`src/rtl/traffic_cl_pkg.sv`:
```
// Shared types for the traffic-light controller: Gray-coded phase enum,
// lamp encodings and the phase-advance order.
package traffic_cl_pkg;

  typedef enum logic [1:0] {
    MAIN_GO   = 2'b00,
    MAIN_STOP = 2'b01,
    SIDE_GO   = 2'b11,
    SIDE_STOP = 2'b10
  } phase_e;

  localparam logic [1:0] LAMP_RED    = 2'd0;
  localparam logic [1:0] LAMP_YELLOW = 2'd1;
  localparam logic [1:0] LAMP_GREEN  = 2'd2;

  // Gray order: exactly one phase bit flips per advance.
  function automatic phase_e next_phase(input phase_e p);
    phase_e n;
    n = MAIN_GO;
    case (p)
      MAIN_GO:   n = MAIN_STOP;
      MAIN_STOP: n = SIDE_GO;
      SIDE_GO:   n = SIDE_STOP;
      SIDE_STOP: n = MAIN_GO;
      default:   n = MAIN_GO;
    endcase
    return n;
  endfunction

endpackage

```
`src/rtl/traffic_cl_timer.sv`:
```
// Phase timer: counts cycles in the current phase, cleared on advance,
// saturating at LONG_CYCLES-1; short/long thresholds decoded from the count flops.
module traffic_cl_timer
  import traffic_cl_pkg::*;
#(
  parameter int SHORT_CYCLES = 3,
  parameter int LONG_CYCLES  = 8,
  parameter int TIMER_W      = 4
) (
  input  logic clk,
  input  logic rst_n,
  input  logic clear,
  output logic long_hit,
  output logic short_hit
);

  localparam logic [TIMER_W-1:0] LONG_MAX  = TIMER_W'(LONG_CYCLES - 1);
  localparam logic [TIMER_W-1:0] SHORT_MAX = TIMER_W'(SHORT_CYCLES - 1);

  logic [TIMER_W-1:0] count;

  // Clear has priority over saturation so an advance always restarts at 0.
  always_ff @(posedge clk or negedge rst_n) begin
    if (!rst_n) begin
      count <= '0;
    end else if (clear) begin
      count <= '0;
    end else if (count != LONG_MAX) begin
      count <= count + TIMER_W'(1);
    end
  end

  assign long_hit  = (count >= LONG_MAX);
  assign short_hit = (count >= SHORT_MAX);

endmodule

```
`src/rtl/traffic_cl_seq.sv`:
```
// Sequential half of the traffic-light controller: phase register, phase timer,
// sensor synchroniser and lamp decode. Macro TRAFFIC_CL_SEQ_SENSOR_SYNC_EN selects a 2-flop sensor sync.
module traffic_cl_seq
  import traffic_cl_pkg::*;
#(
  parameter int SHORT_CYCLES = 3,
  parameter int LONG_CYCLES  = 8,
  parameter int TIMER_W      = 4
) (
  input  logic       clk_pad,
  input  logic       rst_n_pad,
  input  logic       sensor_pad,
  input  logic       f_pad,
  output logic       a_pad,
  output logic       b_pad,
  output logic       c_pad,
  output logic       d_pad,
  output logic       e_pad,
  output logic [1:0] main_lamp,
  output logic [1:0] side_lamp
);

  phase_e phase_q;
  phase_e phase_d;

  always_ff @(posedge clk_pad or negedge rst_n_pad) begin
    if (!rst_n_pad) begin
      phase_q <= MAIN_GO;
    end else begin
      phase_q <= phase_d;
    end
  end

  always_comb begin
    phase_d = phase_q;
    if (f_pad) begin
      phase_d = next_phase(phase_q);
    end
  end

  traffic_cl_timer #(
    .SHORT_CYCLES(SHORT_CYCLES),
    .LONG_CYCLES (LONG_CYCLES),
    .TIMER_W     (TIMER_W)
  ) u_timer (
    .clk      (clk_pad),
    .rst_n    (rst_n_pad),
    .clear    (f_pad),
    .long_hit (d_pad),
    .short_hit(e_pad)
  );

`ifdef TRAFFIC_CL_SEQ_SENSOR_SYNC_EN
  logic [1:0] sync_q;

  always_ff @(posedge clk_pad or negedge rst_n_pad) begin
    if (!rst_n_pad) begin
      sync_q <= 2'b00;
    end else begin
      sync_q <= {sync_q[0], sensor_pad};
    end
  end

  assign c_pad = sync_q[1];
`else
  logic sync_q;

  always_ff @(posedge clk_pad or negedge rst_n_pad) begin
    if (!rst_n_pad) begin
      sync_q <= 1'b0;
    end else begin
      sync_q <= sensor_pad;
    end
  end

  assign c_pad = sync_q;
`endif

  assign a_pad = phase_q[0];
  assign b_pad = phase_q[1];

  // Lamps decode the registered phase only, so at most one road is non-red.
  always_comb begin
    main_lamp = LAMP_RED;
    side_lamp = LAMP_RED;
    case (phase_q)
      MAIN_GO:   main_lamp = LAMP_GREEN;
      MAIN_STOP: main_lamp = LAMP_YELLOW;
      SIDE_GO:   side_lamp = LAMP_GREEN;
      SIDE_STOP: side_lamp = LAMP_YELLOW;
      default: begin
        main_lamp = LAMP_RED;
        side_lamp = LAMP_RED;
      end
    endcase
  end

endmodule

```
`config.mk`:
```
export PLATFORM = sky130hd
export DESIGN_NAME = traffic_cl_seq
export DESIGN_NICKNAME = d
export VERILOG_FILES = /design/src/rtl/traffic_cl_pkg.sv /design/src/rtl/traffic_cl_timer.sv /design/src/rtl/traffic_cl_seq.sv
export SDC_FILE = /design/constraint.sdc
export NUM_CORES = 1
export LEC_CHECK = 0
export BUFFER_PORTS_ARGS = -buffer_cell sky130_fd_sc_hd__buf_2
export CAP_MARGIN = 10
export CORE_AREA = 2 2 39 41
export CTS_CLUSTER_SIZE = 10
export DETAILED_ROUTE_END_ITERATION = 6
export DIE_AREA = 0 0 41 43
export GPL_TIMING_DRIVEN = 0
export MAX_ROUTING_LAYER = met4
export PLACE_DENSITY = 0.57
export SYNTH_ARGS = -nofsm -noshare
export SYNTH_HDL_FRONTEND = slang
export SYNTH_HIERARCHICAL = 1
export SYNTH_SLANG_ARGS = --single-unit
```
`constraint.sdc`:
```
create_clock -name clk_pad -period 2.53 [get_ports clk_pad]
set_clock_uncertainty 0.05 [all_clocks]
set_input_delay 0 -clock clk_pad [delete_from_list [all_inputs] [get_ports clk_pad]]
set_output_delay 0 -clock clk_pad [all_outputs]
set_load 0.05 [all_outputs]
```
==> results.yml <==
grt:
  grt_max_degree: 10
  antenna_found_initial: 0
  grt_pass1_wl_um: 972
  grt.overflow.total: 0
  grtUsageTotal: 0.0925
  grt_pass1_vias: 228
power:
  power_density_mw_per_mm2: 1170
  ir_drop_uv: 713
  power_uw: 570
  p_int_uw: 268
  p_leak_uw: 0.000268
  swShare: 0.530
  p_comb_frac: 0.542
  power_frac_seq: 0.284
  clkPwrFrac: 0.174
  switching_power_uw: 302
cts:
  cts.path.max_buffers: 2
  cts_root_buffer: "clkbuf_4"
  cts_setup_buffers: 0
  clk_pin_slew_ns: 0.05
  clkLatencyLatePin_ns: 0.25
  cts_tree: "done"
  cts_sinks: 7
  htree_levels: 1
  cts_buffers: 3
critical_path:
  critPathLaunchType: "flop"
  arrival_ns: 1.56
  worstReg2RegEnd: "u_timer/count[1]"
  ff2ff_setup_slack_ns: 1.14
  worst_setup_path_end_kind: "primary output"
  r2r-start: "u_timer/count[0]"
  crit_fanout: 5
  worst_ep_required_time_ns: 2.48
  path_class: "flop to primary output"
  worstRegToRegCells: 3
logic_synthesis:
  syn_area_um2: 362
  syn_nets: 38
  yosysTopAreaCellShare: 0.484
  yosysSeqAreaShare: 0.484
  yosys_warnings: 6
  avgSynthCellArea_um2: 11.3
  synth_top_area_cell: "dfrtp_1"
  synthCells: 32
  synth_area_leaders: "dfrtp_1 48%, ha_1 6.9%, nor2b_1 6.9%"
  yosysUniqueCellTypes: 17
  ys_ff_latch: 7
sta:
  setup_violations: 0
  tightest_slew_ns: 0.255
  period_minus_slack_ns: 1.61
  drv_slew: 0
  max_freq_mhz: 620
  slew-limit-headroom: 0.831
  rsz0062_at_grt: "false"
  hold_violations: 0
  final.period_utilization: 0.637
  tns_ns: 0
final_layout:
  final_nets: 57
  area_delta_synth_final_pct: 34.9
  fin_cells: 66
  antenna_cells: 0
  fillers: 150
  drive_above_1_share: 0.360
routing:
  drtIter0Drc: 2
  drt-total-wl_um: 616
  first_pass_iters: 2
  met1_length_um: 333
  top_layer_used: "met3"
  ant_nets: 0
  via_count: 286
  wl_met2_um: 240
  viasPerCell: 4.33
  wl_per_cell_um: 9.33
  drc: 0
  dr_wl_met3_um: 42
flow_run:
  max-cap-violations: 0
place:
  dp.cells: 60
  dpl.hpwl_um: 460
  place_congestion: 0.573
  io_buffers: 12
worst_hold_path:
  hold_depth: 2
  min-delay-start: "f_pad"
  min_path_type: "input port to flop"
  hold_end: "phase_q[0]"
floorplanning:
  die_x_um: 41
  io_pins: 13
  core_mm2: 0.00138
  die_h_um: 43
  initial_core_util: 0.261
  die_area_mm2: 0.00176
  num_rows: 14
outcome:
  outcome: "finished clean"
==> how the worst max path moves through the flow <==
stage                     slack (ns)             start               end  depth (start not counted)
after global routing            0.79  u_timer/count[0]             e_pad                          4
final                           0.92  u_timer/count[0]             e_pad                          4
after floorplan                 1.02        phase_q[1]      side_lamp[0]                          1
after global placement          1.14  u_timer/count[0]  u_timer/count[1]                          3
after CTS                       0.90  u_timer/count[0]             e_pad                          4
after detailed placement        1.14  u_timer/count[0]  u_timer/count[1]                          3
==> Yosys cell counts <==
cell	n
a21o_2	1
mux2_4	1
mux2_2	1
nand3_1	1
and2_1	1
dfrtp_1	7
mux2_1	2
ha_1	2
nor2b_1	4
nor2_1	4
nor3_1	1
mux2i_1	1
a31oi_1	1
inv_1	2
or4_1	1
o21bai_1	1
and3b_1	1
==> critical path, stage by stage (launching register included) <==
cell	delay (ns)
dfrtp_1	0.40
inv_1	0.06
ha_1	0.18
or4_1	0.45
buf_2	0.22
==> per-layer routing <==
layer,GRT usage,vias up
met5,-,-
met4,0.0600,0
met3,0.0785,0
met2,0.0875,7
met1,0.123,130
li1,-,149
==> layout by cell type, fill, tap and decap left out, drive strengths merged <==
cell         count
buf             12
dfrtp            7
nor2             4
nor2b            4
clkbuf           4
mux2             4
inv              2
dlygate4sd3      2
ha               2
and2             1
mux2i            1
or4              1
a21o             1
nor3             1
nand3            1
and3b            1
o21bai           1
a31oi            1
==> layout make-up <==
type | instances | area (um2) | area share
Tap cell | 16 | 20.0 | 0.0410
Sequential cell | 7 | 175 | 0.359
Inverter | 2 | 7.51 | 0.0154
Clock buffer | 4 | 26.3 | 0.0538
Multi-Input combinational cell | 23 | 179 | 0.367
Timing Repair Buffer | 14 | 80.1 | 0.164
==> sequential cells by signal, indices dropped and copies added (netlist names) <==
signal,count
c_pad,1
u_timer/count,4
phase_q,2
==> metrics by stage <==
step / setup slack [ns] / utilization / cell area, um2 / hold WS, ns
6_report: 0.918 / 0.353 / 488 / 0.0292
3_3_place_gp: 1.14 / 0.319 / 442 / -0.207
4_1_cts: 0.901 / 0.353 / 488 / 0.0301
3_5_place_dp: 1.14 / 0.319 / 442 / -0.205
2_1_floorplan: 1.02 / - / 362 / -0.346
5_1_grt: 0.792 / 0.353 / 488 / 0.0340
==> what timing repair did <==
item / CTS / global route
hold buffers: 2 / 0
hold endpoints to repair: 8 / 0
gates resized for setup: 0 / 0
==> kinds of logic after synthesis <==
kind of cell             count (synthesis)  synth area share
AND/OR/NAND/NOR                         13             0.201
flip-flops                               7             0.484
multiplexers                             5             0.163
AO/OA/AOI/OAI                            3            0.0623
buffers and inverters                    2            0.0208
adder cells (fa/ha/maj)                  2            0.0692
==> power by group through the flow <==
| stage | clock (uW) | sequential (uW) | combinational [uW] |
|---|---|---|---|
| after detailed placement | 0 | 164 | 310 |
| final | 99.1 | 162 | 309 |
| after floorplan | 0 | 221 | 187 |
| after global placement | 0 | 165 | 309 |
| after CTS | 105 | 162 | 313 |
| after global routing | 113 | 168 | 326 |
No activity file was read; power rests on OpenSTA's default activity.
